===== config.mk =====
export PLATFORM = sky130hd
export DESIGN_NAME = risc_pipe_ctrl
export DESIGN_NICKNAME = d
export VERILOG_FILES = /design/src/rtl/risc_pkg.sv /design/src/rtl/risc_hazard_cmp.sv /design/src/rtl/risc_pipe_ctrl.sv
export SDC_FILE = /design/constraint.sdc
export NUM_CORES = 1
export LEC_CHECK = 0
export ABC_AREA = 0
export BUFFER_PORTS_ARGS = -buffer_cell sky130_fd_sc_hd__buf_2
export CAP_MARGIN = 20
export CORE_ASPECT_RATIO = 1.1
export CORE_MARGIN = 2
export CORE_UTILIZATION = 40
export DETAILED_ROUTE_END_ITERATION = 12
export GPL_ROUTABILITY_DRIVEN = 0
export GPL_TIMING_DRIVEN = 0
export PLACE_DENSITY = 0.65
export SLEW_MARGIN = 40
export SYNTH_ARGS = -nofsm -noshare
export SYNTH_HDL_FRONTEND = slang
export SYNTH_SLANG_ARGS = --single-unit
export TNS_END_PERCENT = 50

===== constraint.sdc =====
create_clock -name clock -period 2.95 [get_ports clock]
set_input_delay 0.4425 -clock clock [delete_from_list [all_inputs] [get_ports clock]]
set_output_delay 0.4425 -clock clock [all_outputs]
set_load 0.01 [all_outputs]

===== src/rtl/risc_pkg.sv =====
`default_nettype none
// ============================================================================
// Module      : risc_pkg
// Description : Shared types and constants for the 3-stage RISC pipeline
//               controller: controller state encoding, operand-source select
//               encoding and the default register index width.
// Revision    : 1.0 - initial release
// ============================================================================
package risc_pkg;

    // Default register index width (32-entry register file)
    localparam int REG_AW = 5;

    // Controller state, visible on the state output
    typedef enum logic [1:0] {
        IDLE  = 2'b00,
        RUN   = 2'b01,
        STALL = 2'b10,
        DRAIN = 2'b11
    } state_e;

    // Operand source select for the ID stage
    typedef enum logic [1:0] {
        REGFILE = 2'b00,
        ALU     = 2'b01,
        WB      = 2'b10
    } fwd_sel_e;

endpackage
`default_nettype wire


===== src/rtl/risc_hazard_cmp.sv =====
`default_nettype none
// ============================================================================
// Module      : risc_hazard_cmp
// Description : Combinational dependency check for one ID source operand.
//               Compares the operand index against the EX and WB destinations
//               and reports where the freshest value lives. A non-REGFILE
//               result means the operand depends on an in-flight instruction.
// Ports       : id_rs              - ID source register index
//               ex_valid / ex_rd   - ID_EX occupancy and destination
//               wb_valid / wb_rd   - EX_WB occupancy and destination
//               fwd_sel            - 00 regfile, 01 ALU (EX), 10 WB data
// Revision    : 1.0 - initial release
// ============================================================================
module risc_hazard_cmp #(
    parameter int REG_AW     = 5,
    parameter int R0_IS_ZERO = 0
) (
    input  logic [REG_AW-1:0] id_rs,
    input  logic              ex_valid,
    input  logic [REG_AW-1:0] ex_rd,
    input  logic              wb_valid,
    input  logic [REG_AW-1:0] wb_rd,
    output logic [1:0]        fwd_sel
);
    import risc_pkg::*;

    logic w_ex_live;
    logic w_wb_live;
    logic w_ex_hit;
    logic w_wb_hit;

    // A write to r0 is discarded when r0 is hard-wired, so it is not a producer
    assign w_ex_live = ex_valid && !((R0_IS_ZERO != 0) && (ex_rd == '0));
    assign w_wb_live = wb_valid && !((R0_IS_ZERO != 0) && (wb_rd == '0));

    assign w_ex_hit = w_ex_live && (ex_rd == id_rs);
    assign w_wb_hit = w_wb_live && (wb_rd == id_rs);

    // EX holds the younger producer, so it wins over WB
    always_comb begin
        fwd_sel = REGFILE;
        if (w_ex_hit) begin
            fwd_sel = ALU;
        end else if (w_wb_hit) begin
            fwd_sel = WB;
        end
    end

endmodule
`default_nettype wire


===== src/rtl/risc_pipe_ctrl.sv =====
`default_nettype none
// ============================================================================
// Module      : risc_pipe_ctrl
// Description : Pipeline sequencing and hazard controller for the 3-stage
//               RISC core (IF -> ID -> EX/WB). Decides PC / IF_ID advance,
//               ID_EX bubble insertion and operand source, runs an
//               IDLE/RUN/STALL/DRAIN state machine, keeps saturating stall
//               and retire counters and a sticky stall watchdog.
// Build macro : FORWARDING_EN - when defined, EX/WB dependencies are resolved
//               by forwarding instead of stalling (STALL is never entered).
// Ports       : clock, rst (sync, active-high)
//               run                      - 1 execute, 0 drain to idle
//               id_valid/id_rs1/id_rs2   - IF_ID contents (rs1=B, rs2=A)
//               ex_valid/ex_rd           - ID_EX contents
//               wb_valid/wb_rd           - EX_WB contents
//               pc_en/ifid_en/idex_bubble- pipeline register controls
//               fwd_a/fwd_b              - operand source selects
//               state                    - controller state
//               stall_cnt/retire_cnt     - saturating statistics
//               wd_err                   - sticky watchdog error
// Revision    : 1.0 - initial release
// ============================================================================
module risc_pipe_ctrl #(
    parameter int REG_AW     = risc_pkg::REG_AW,
    parameter int CNT_W      = 16,
    parameter int STALL_MAX  = 4,
    parameter int R0_IS_ZERO = 0
) (
    input  logic              clock,
    input  logic              rst,
    input  logic              run,
    input  logic              id_valid,
    input  logic [REG_AW-1:0] id_rs1,
    input  logic [REG_AW-1:0] id_rs2,
    input  logic              ex_valid,
    input  logic [REG_AW-1:0] ex_rd,
    input  logic              wb_valid,
    input  logic [REG_AW-1:0] wb_rd,
    output logic              pc_en,
    output logic              ifid_en,
    output logic              idex_bubble,
    output logic [1:0]        fwd_a,
    output logic [1:0]        fwd_b,
    output logic [1:0]        state,
    output logic [CNT_W-1:0]  stall_cnt,
    output logic [CNT_W-1:0]  retire_cnt,
    output logic              wd_err
);
    import risc_pkg::*;

    localparam int CONSEC_W = $clog2(STALL_MAX + 1) + 1;

    state_e              r_state;
    state_e              w_next;
    logic [CONSEC_W-1:0] r_consec;
    logic [CNT_W-1:0]    r_stall_cnt;
    logic [CNT_W-1:0]    r_retire_cnt;
    logic                r_wd_err;
    logic                w_wd_trip;
    logic                w_hazard;
    logic                w_live;
    logic [1:0]          w_sel_a;
    logic [1:0]          w_sel_b;

    // Operand A comes from the rs2 field, operand B from rs1
    risc_hazard_cmp #(.REG_AW(REG_AW), .R0_IS_ZERO(R0_IS_ZERO)) u_cmp_a (
        .id_rs    (id_rs2),
        .ex_valid (ex_valid),
        .ex_rd    (ex_rd),
        .wb_valid (wb_valid),
        .wb_rd    (wb_rd),
        .fwd_sel  (w_sel_a)
    );

    risc_hazard_cmp #(.REG_AW(REG_AW), .R0_IS_ZERO(R0_IS_ZERO)) u_cmp_b (
        .id_rs    (id_rs1),
        .ex_valid (ex_valid),
        .ex_rd    (ex_rd),
        .wb_valid (wb_valid),
        .wb_rd    (wb_rd),
        .fwd_sel  (w_sel_b)
    );

    assign w_live = !rst && ((r_state == RUN) || (r_state == STALL));

`ifdef FORWARDING_EN
    logic w_unused_idv;
    assign w_unused_idv = id_valid;
    assign w_hazard     = 1'b0;
    assign fwd_a        = w_live ? w_sel_a : REGFILE;
    assign fwd_b        = w_live ? w_sel_b : REGFILE;
`else
    // Regfile is written at the end of WB, so a WB producer still blocks ID
    assign w_hazard = id_valid && ((w_sel_a != REGFILE) || (w_sel_b != REGFILE));
    assign fwd_a    = REGFILE;
    assign fwd_b    = REGFILE;
`endif

    // Next state and pipeline controls
    always_comb begin
        w_next      = r_state;
        pc_en       = 1'b0;
        ifid_en     = 1'b0;
        idex_bubble = 1'b1;
        w_wd_trip   = 1'b0;
        case (r_state)
            IDLE: begin
                if (run) begin
                    w_next = RUN;
                end
            end
            RUN, STALL: begin
                if (!run) begin
                    w_next = DRAIN;
                end else if (w_hazard) begin
                    w_next = STALL;
                    // r_consec counts earlier stall cycles of this streak; one
                    // more STALL would push the streak past STALL_MAX
                    if ((r_state == STALL) &&
                        (r_consec >= CONSEC_W'(STALL_MAX - 1))) begin
                        w_next    = RUN;
                        w_wd_trip = 1'b1;
                    end
                end else begin
                    w_next      = RUN;
                    pc_en       = 1'b1;
                    ifid_en     = 1'b1;
                    idex_bubble = 1'b0;
                end
            end
            DRAIN: begin
                if (!ex_valid && !wb_valid) begin
                    w_next = IDLE;
                end
            end
            default: w_next = IDLE;
        endcase
        // Reset aborts at once: the pipeline is frozen in the reset cycle too
        if (rst) begin
            pc_en       = 1'b0;
            ifid_en     = 1'b0;
            idex_bubble = 1'b1;
        end
    end

    always_ff @(posedge clock) begin
        if (rst) begin
            r_state      <= IDLE;
            r_consec     <= '0;
            r_stall_cnt  <= '0;
            r_retire_cnt <= '0;
            r_wd_err     <= 1'b0;
        end else begin
            r_state  <= w_next;
            r_consec <= (r_state == STALL) ? (r_consec + CONSEC_W'(1)) : '0;
            if ((r_state == STALL) && (r_stall_cnt != '1)) begin
                r_stall_cnt <= r_stall_cnt + CNT_W'(1);
            end
            if (wb_valid && (r_retire_cnt != '1)) begin
                r_retire_cnt <= r_retire_cnt + CNT_W'(1);
            end
            if (w_wd_trip) begin
                r_wd_err <= 1'b1;
            end
        end
    end

    assign state      = r_state;
    assign stall_cnt  = r_stall_cnt;
    assign retire_cnt = r_retire_cnt;
    assign wd_err     = r_wd_err;

endmodule
`default_nettype wire


### After elaboration in Yosys (flattened, before gate mapping)

Cells that the tools add are included.

| word-level totals | value |
|---|---|
| word-level logic and storage cells | 61 |
| bits of input ports | 26 |
| bits in registers | 39 |

| operators by class | value |
|---|---|
| equality and inequality tests | 11 |
| order comparisons | 1 |
| bitwise operators | 1 |
| reductions and logical operators | 18 |
| add/subtract/negate cells | 3 |
| multiplexer cells | 22 |

Operator list:

| kind | number |
|---|---|
| adder 16 x 1 -> 16 bit, second input constant | 2 |
| inequality test 16 bit, second input constant | 2 |
| equality test 5 bit | 4 |
| 2-to-1 mux 2 bit | 9 |
| 2-to-1 mux 1 bit | 12 |
| logical AND 1 bit | 9 |
| case mux 2 bit (3 select lines) | 1 |
| adder 4 x 1 -> 4 bit, second input constant | 1 |
| equality test 2 bit, second input constant | 2 |
| greater-or-equal comparator 4 x 2 -> 1 bit, second input constant | 1 |
| inequality test 2 bit, second input constant | 2 |
| nonzero test 2 bit | 2 |
| OR reduction 2 bit | 2 |
| equality test 2 x 1 -> 1 bit, second input constant | 1 |
| zero test 1 bit | 2 |
| zero test 2 bit | 1 |
| AND reduction 2 bit | 1 |
| logical OR 1 bit | 1 |
| NOT 1 bit | 1 |

### Logic depth before layout (Yosys ltp)

| logic depth | value |
|---|---|
| depth in word-level cells | 11 |
| mapped depth | 7 |
| gate-level depth less buffers | 7 |

### Cells and area by module

A second synthesis with hierarchy kept.

| unflattened totals | value |
|---|---|
| cell total of the unflattened synthesis | 262 |
| area, all modules | 2244.7 µm² |

Modules (own cells, without submodules):

| module | instances | area each (µm²) | cells an instance |
|---|---|---|---|
| risc_pipe_ctrl | 1 | 1979.4 | 230 |
| risc_hazard_cmp | 2 | 132.6 | 16 |

### Worst setup path after synthesis

OpenSTA, ideal clock, no wires.

| timing path | value |
|---|---|
| kind | input -> output |
| start | in ex_rd[2] |
| end | out pc_en |
| path buffers | 1 |
| stages on the path | 6 |
| arrival | 1522 ps |
| slack | 985 ps |
| path through | xor2_1 -> nor4_1 -> nand3_1 -> and4_1 -> o21a_1 -> buf_4 |

| between the ends | value |
|---|---|
| word-level cells in the longest chain between the ends | 10 |

RTL lines:

| what | line | RTL |
|---|---|---|
| start, declared | risc_pipe_ctrl.sv:36 | `input logic [REG_AW-1:0] ex_rd,` |
| equality test 5 bit | risc_hazard_cmp.sv:36 | `assign w_ex_hit = w_ex_live && (ex_rd == id_rs);` |
| logical AND 1 bit | risc_hazard_cmp.sv:36 |  |
| 2-to-1 mux 2 bit | risc_hazard_cmp.sv:42 | `if (w_ex_hit) begin` |
| nonzero test 2 bit | risc_pipe_ctrl.sv:94 | `assign w_hazard = id_valid && ((w_sel_a != REGFILE) \|\| (w_sel_b != REGFILE));` |
| logical OR 1 bit (*) | risc_pipe_ctrl.sv:94 |  |
| logical AND 1 bit (*) | risc_pipe_ctrl.sv:94 |  |
| 2-to-1 mux 1 bit (*) (4 in series) | -- |  |
| end, declared | risc_pipe_ctrl.sv:39 | `output logic pc_en,` |

Mark *: on every way between the ends. The rest lies on a longest branch, timed or not.

### Final worst setup path

| timing path | value |
|---|---|
| start | in ex_rd[2] |
| end | out pc_en |

| between the ends | value |
|---|---|
| word-level cells in the longest chain between the ends | 10 |

RTL lines:

| what | line | RTL |
|---|---|---|
| equality test 5 bit | risc_hazard_cmp.sv:36 |  |
| logical AND 1 bit | risc_hazard_cmp.sv:36 |  |
| 2-to-1 mux 2 bit | risc_hazard_cmp.sv:42 |  |
| nonzero test 2 bit | risc_pipe_ctrl.sv:94 |  |
| logical OR 1 bit (*) | risc_pipe_ctrl.sv:94 |  |
| logical AND 1 bit (*) | risc_pipe_ctrl.sv:94 |  |
| 2-to-1 mux 1 bit (*) | risc_pipe_ctrl.sv:115 | `end else if (w_hazard) begin` |
| 2-to-1 mux 1 bit (*) | risc_pipe_ctrl.sv:113 | `if (!run) begin` |
| 2-to-1 mux 1 bit (*) | risc_pipe_ctrl.sv:106 | `case (r_state)` |
| 2-to-1 mux 1 bit (*) | risc_pipe_ctrl.sv:139 | `if (rst) begin` |

Marks and branches as above.

==> reports/metrics.cfg <==
[run_status]
status = complete, no violations

[drt]
wirelength_um = 4703
drc = 0
routedWlPerCell_um = 11.61
drt-initial-drc-count = 60
antenna_left = 0
viasPerCell = 5.035
first_pass_iters = 4
vias = 2039

[timing]
worst_slack_ns = 0.6394
final.period_utilization_pct = 78.33
maxSlewViolCount = 0
fin_skew_ns = 0.005105
period_minus_slack_ns = 2.311
final-hold-violation-count = 0
setup_viol = 0
tightest_slew_ns = 0.5019
rsz0062_at_grt = no
fin_setup_tns_ns = 0
slew_headroom_pct = 66.54
fmax_mhz = 432.8

[logic_synthesis]
ys_types = 42
netlist_instances = 256
mappedNetlistArea_um2 = 2175
ys_seq_area_share_pct = 35.90
synth_warnings = 0
synth_seq_cells = 39
syn_avg_cell_area_um2 = 8.494

[clock_tree]
hold_buffers = 0
worst_skew_pair.late_latency_ns = 0.29
clock_sinks = 39
clk_pin_slew_worst_paths_ns = 0.07
cts_tree = yes
cts_max_level = 2
cts_resized = 0
cts_buffers = 5
cts_root_buf = clkbuf_8
postCtsSetupBuffers = 0
clock_path_buffers = 2

[placement]
place_hpwl_um = 3619
place_inst = 397
io_buffers = 63
pre_cts_ws_ns = 0.6621

[final_layout]
multi_input_area_um2 = 1308
antenna_cells = 0
final_common_cell = buf_2
fillers = 564
fin_cells = 405
fin_nets = 361
syn_to_final_growth_pct = 23.07
mostFrequentLayoutCells = buf_2, xor2_1, dfxtp_1, nor2_1, nand3_1
seq_area_um2 = 780.7
drive_gt1_share_pct = 25.15
fin_util_pct = 50.26

[run]
maxCapViolCount = 0

[grt]
grt_max_degree = 12
grt_pass1_vias = 1839
grt_pass1_wl_um = 7886
antenna_found_initial = 0
track_usage_pct = 16.57
gr-total-overflow = 0

[setup_path]
max_stage_delay_ns = 0.33
path_cells = buf_2, xor2_1, nor4_1, nand3_1, and4_1, o21a_1, buf_4, buf_2
crit_path_frequent_cell = buf_2
crit_slowest_cell = nor4_1
worstPathRequired_ns = 2.51
cp_max_fo = 5
cp-end-kind = primary output
startpoint_type = input port
arrival_ns = 1.87
crit_type = input port to primary output

[die]
die_h_um = 81.33
core_area_um2 = 5325
placementRows = 28
die_w_um = 74.30
die-area_um2 = 6043
initial_core_util_pct = 40.84
io_pins = 68

[hold_path]
hp-class = input port to flip-flop

[power_and_ir_drop]
p_comb_share_pct = 11.1
clock_power_share_pct = 34.8
peakVddDrop_mv = 0.1887
p_seq_share_pct = 54.0
power.density_nw_per_um2 = 372.8
p_switching_mw = 0.2496
p_int_mw = 0.7483
leakage_nw = 1.202
p_sw_share_pct = 25.01
power_mw = 0.9978

-- cell type report --
cell class	count	area share (%)
sequential	39	29.17
clock buffer	7	2.852
multi-input combinational	200	48.85
inverter	8	1.122
clock inverter	1	0.1870
timing repair buffer	63	11.78
tap	75	3.506
buffer	12	2.525
-- logic make-up (layout without fill, tap and decap cells) --
kind of cell             count (synthesis)  after routing  share of synthesized area [%]
flip-flops                              39             39                          35.90
buffers and inverters                   20             91                          4.488
multiplexers                             1              1                         0.4603
adder cells (fa/ha/maj)                  6              6                          3.452
AO/OA/AOI/OAI                           29             29                          8.344
XOR/XNOR                                46             46                          18.53
other                                    1              4                         0.1724
AND/OR/NAND/NOR                        114            114                          28.65
-- through the flow --
step / instance area [um^2] / hold slack (ns)
finish: 2676 / 0.4264
global route: 2676 / 0.4338
CTS: 2676 / 0.4166
detailed placement: 2595 / 0.4418
global placement: 2595 / 0.4366
floorplan: 2186 / 0.4175
-- path summary, 6_finish.rpt --
check | from | to | slack (ns) | depth (start not counted)
hold / removal | id_valid | wd_err$_SDFFE_PP0P_ | 0.43 | 3
setup / recovery | ex_rd[2] | pc_en | 0.64 | 8
hold reg to reg | wd_err$_SDFFE_PP0P_ | wd_err$_SDFFE_PP0P_ | 0.45 | 2
setup reg to reg | state[0]$_SDFFE_PP0P_ | stall_cnt[15]$_SDFFE_PP0P_ | 1.12 | 6
-- power by group through the flow --
stage	Clock, mW	Combinational [mW]	Sequential [mW]
floorplan	0	0.0638	0.553
global placement	0	0.110	0.551
detailed placement	0	0.112	0.552
CTS	0.364	0.113	0.539
global route	0.382	0.124	0.541
finish	0.348	0.111	0.539
-- critical path: cells and delay by family --
kind,cells,cell delay [ns]
compound gates,1,0.19
simple gates,3,0.71
buf+inv,3,0.36
xor+xnor,1,0.16
-- synth_stat cells, drive strengths merged --
master / instances / share of area (%)
a22oi: 1 / 0.35
conb: 1 / 0.17
nand4b: 1 / 0.40
o211ai: 3 / 1.0
o22ai: 1 / 0.29
nand2b: 1 / 0.29
xnor2: 7 / 2.8
o21a: 2 / 0.69
nand2: 12 / 2.2
nand4: 12 / 3.7
a211oi: 1 / 0.35
buf: 8 / 2.4
nand3: 17 / 4.1
inv: 8 / 1.4
clkbuf: 4 / 0.69
xor2: 39 / 16
o31ai: 1 / 0.35
or4: 1 / 0.35
o21ai: 8 / 1.8
o41ai: 1 / 0.40
dfxtp: 39 / 36
and3: 12 / 3.5
or3: 4 / 1.2
nor3: 2 / 0.69
and2: 2 / 0.58
o32ai: 1 / 0.40
ha: 6 / 3.5
nor4: 5 / 1.4
o2111ai: 2 / 0.81
mux2i: 1 / 0.46
nor2: 34 / 5.9
or2: 1 / 0.29
nor4b: 1 / 0.40
and4: 8 / 3.3
nor3b: 1 / 0.35
a21oi: 8 / 1.8
-- sequential cells by signal (all words and copies together), names as in the netlist --
signal,cells
r_consec,4
retire_cnt,16
state,2
wd_err,1
stall_cnt,16
-- layer usage --
| metal | part of all wire (%) | up-vias | global-route usage, % |
|---|---|---|---|
| met1 | 45 | 944 | 19.13 |
| met2 | 48 | 51 | 29.20 |
| li1 | - | 1037 | - |
| met3 | 4.8 | 7 | 4.094 |
| met5 | 0 | - | 0 |
| met4 | 1.9 | 0 | 6.429 |
Power figures use the tool's default switching activity.
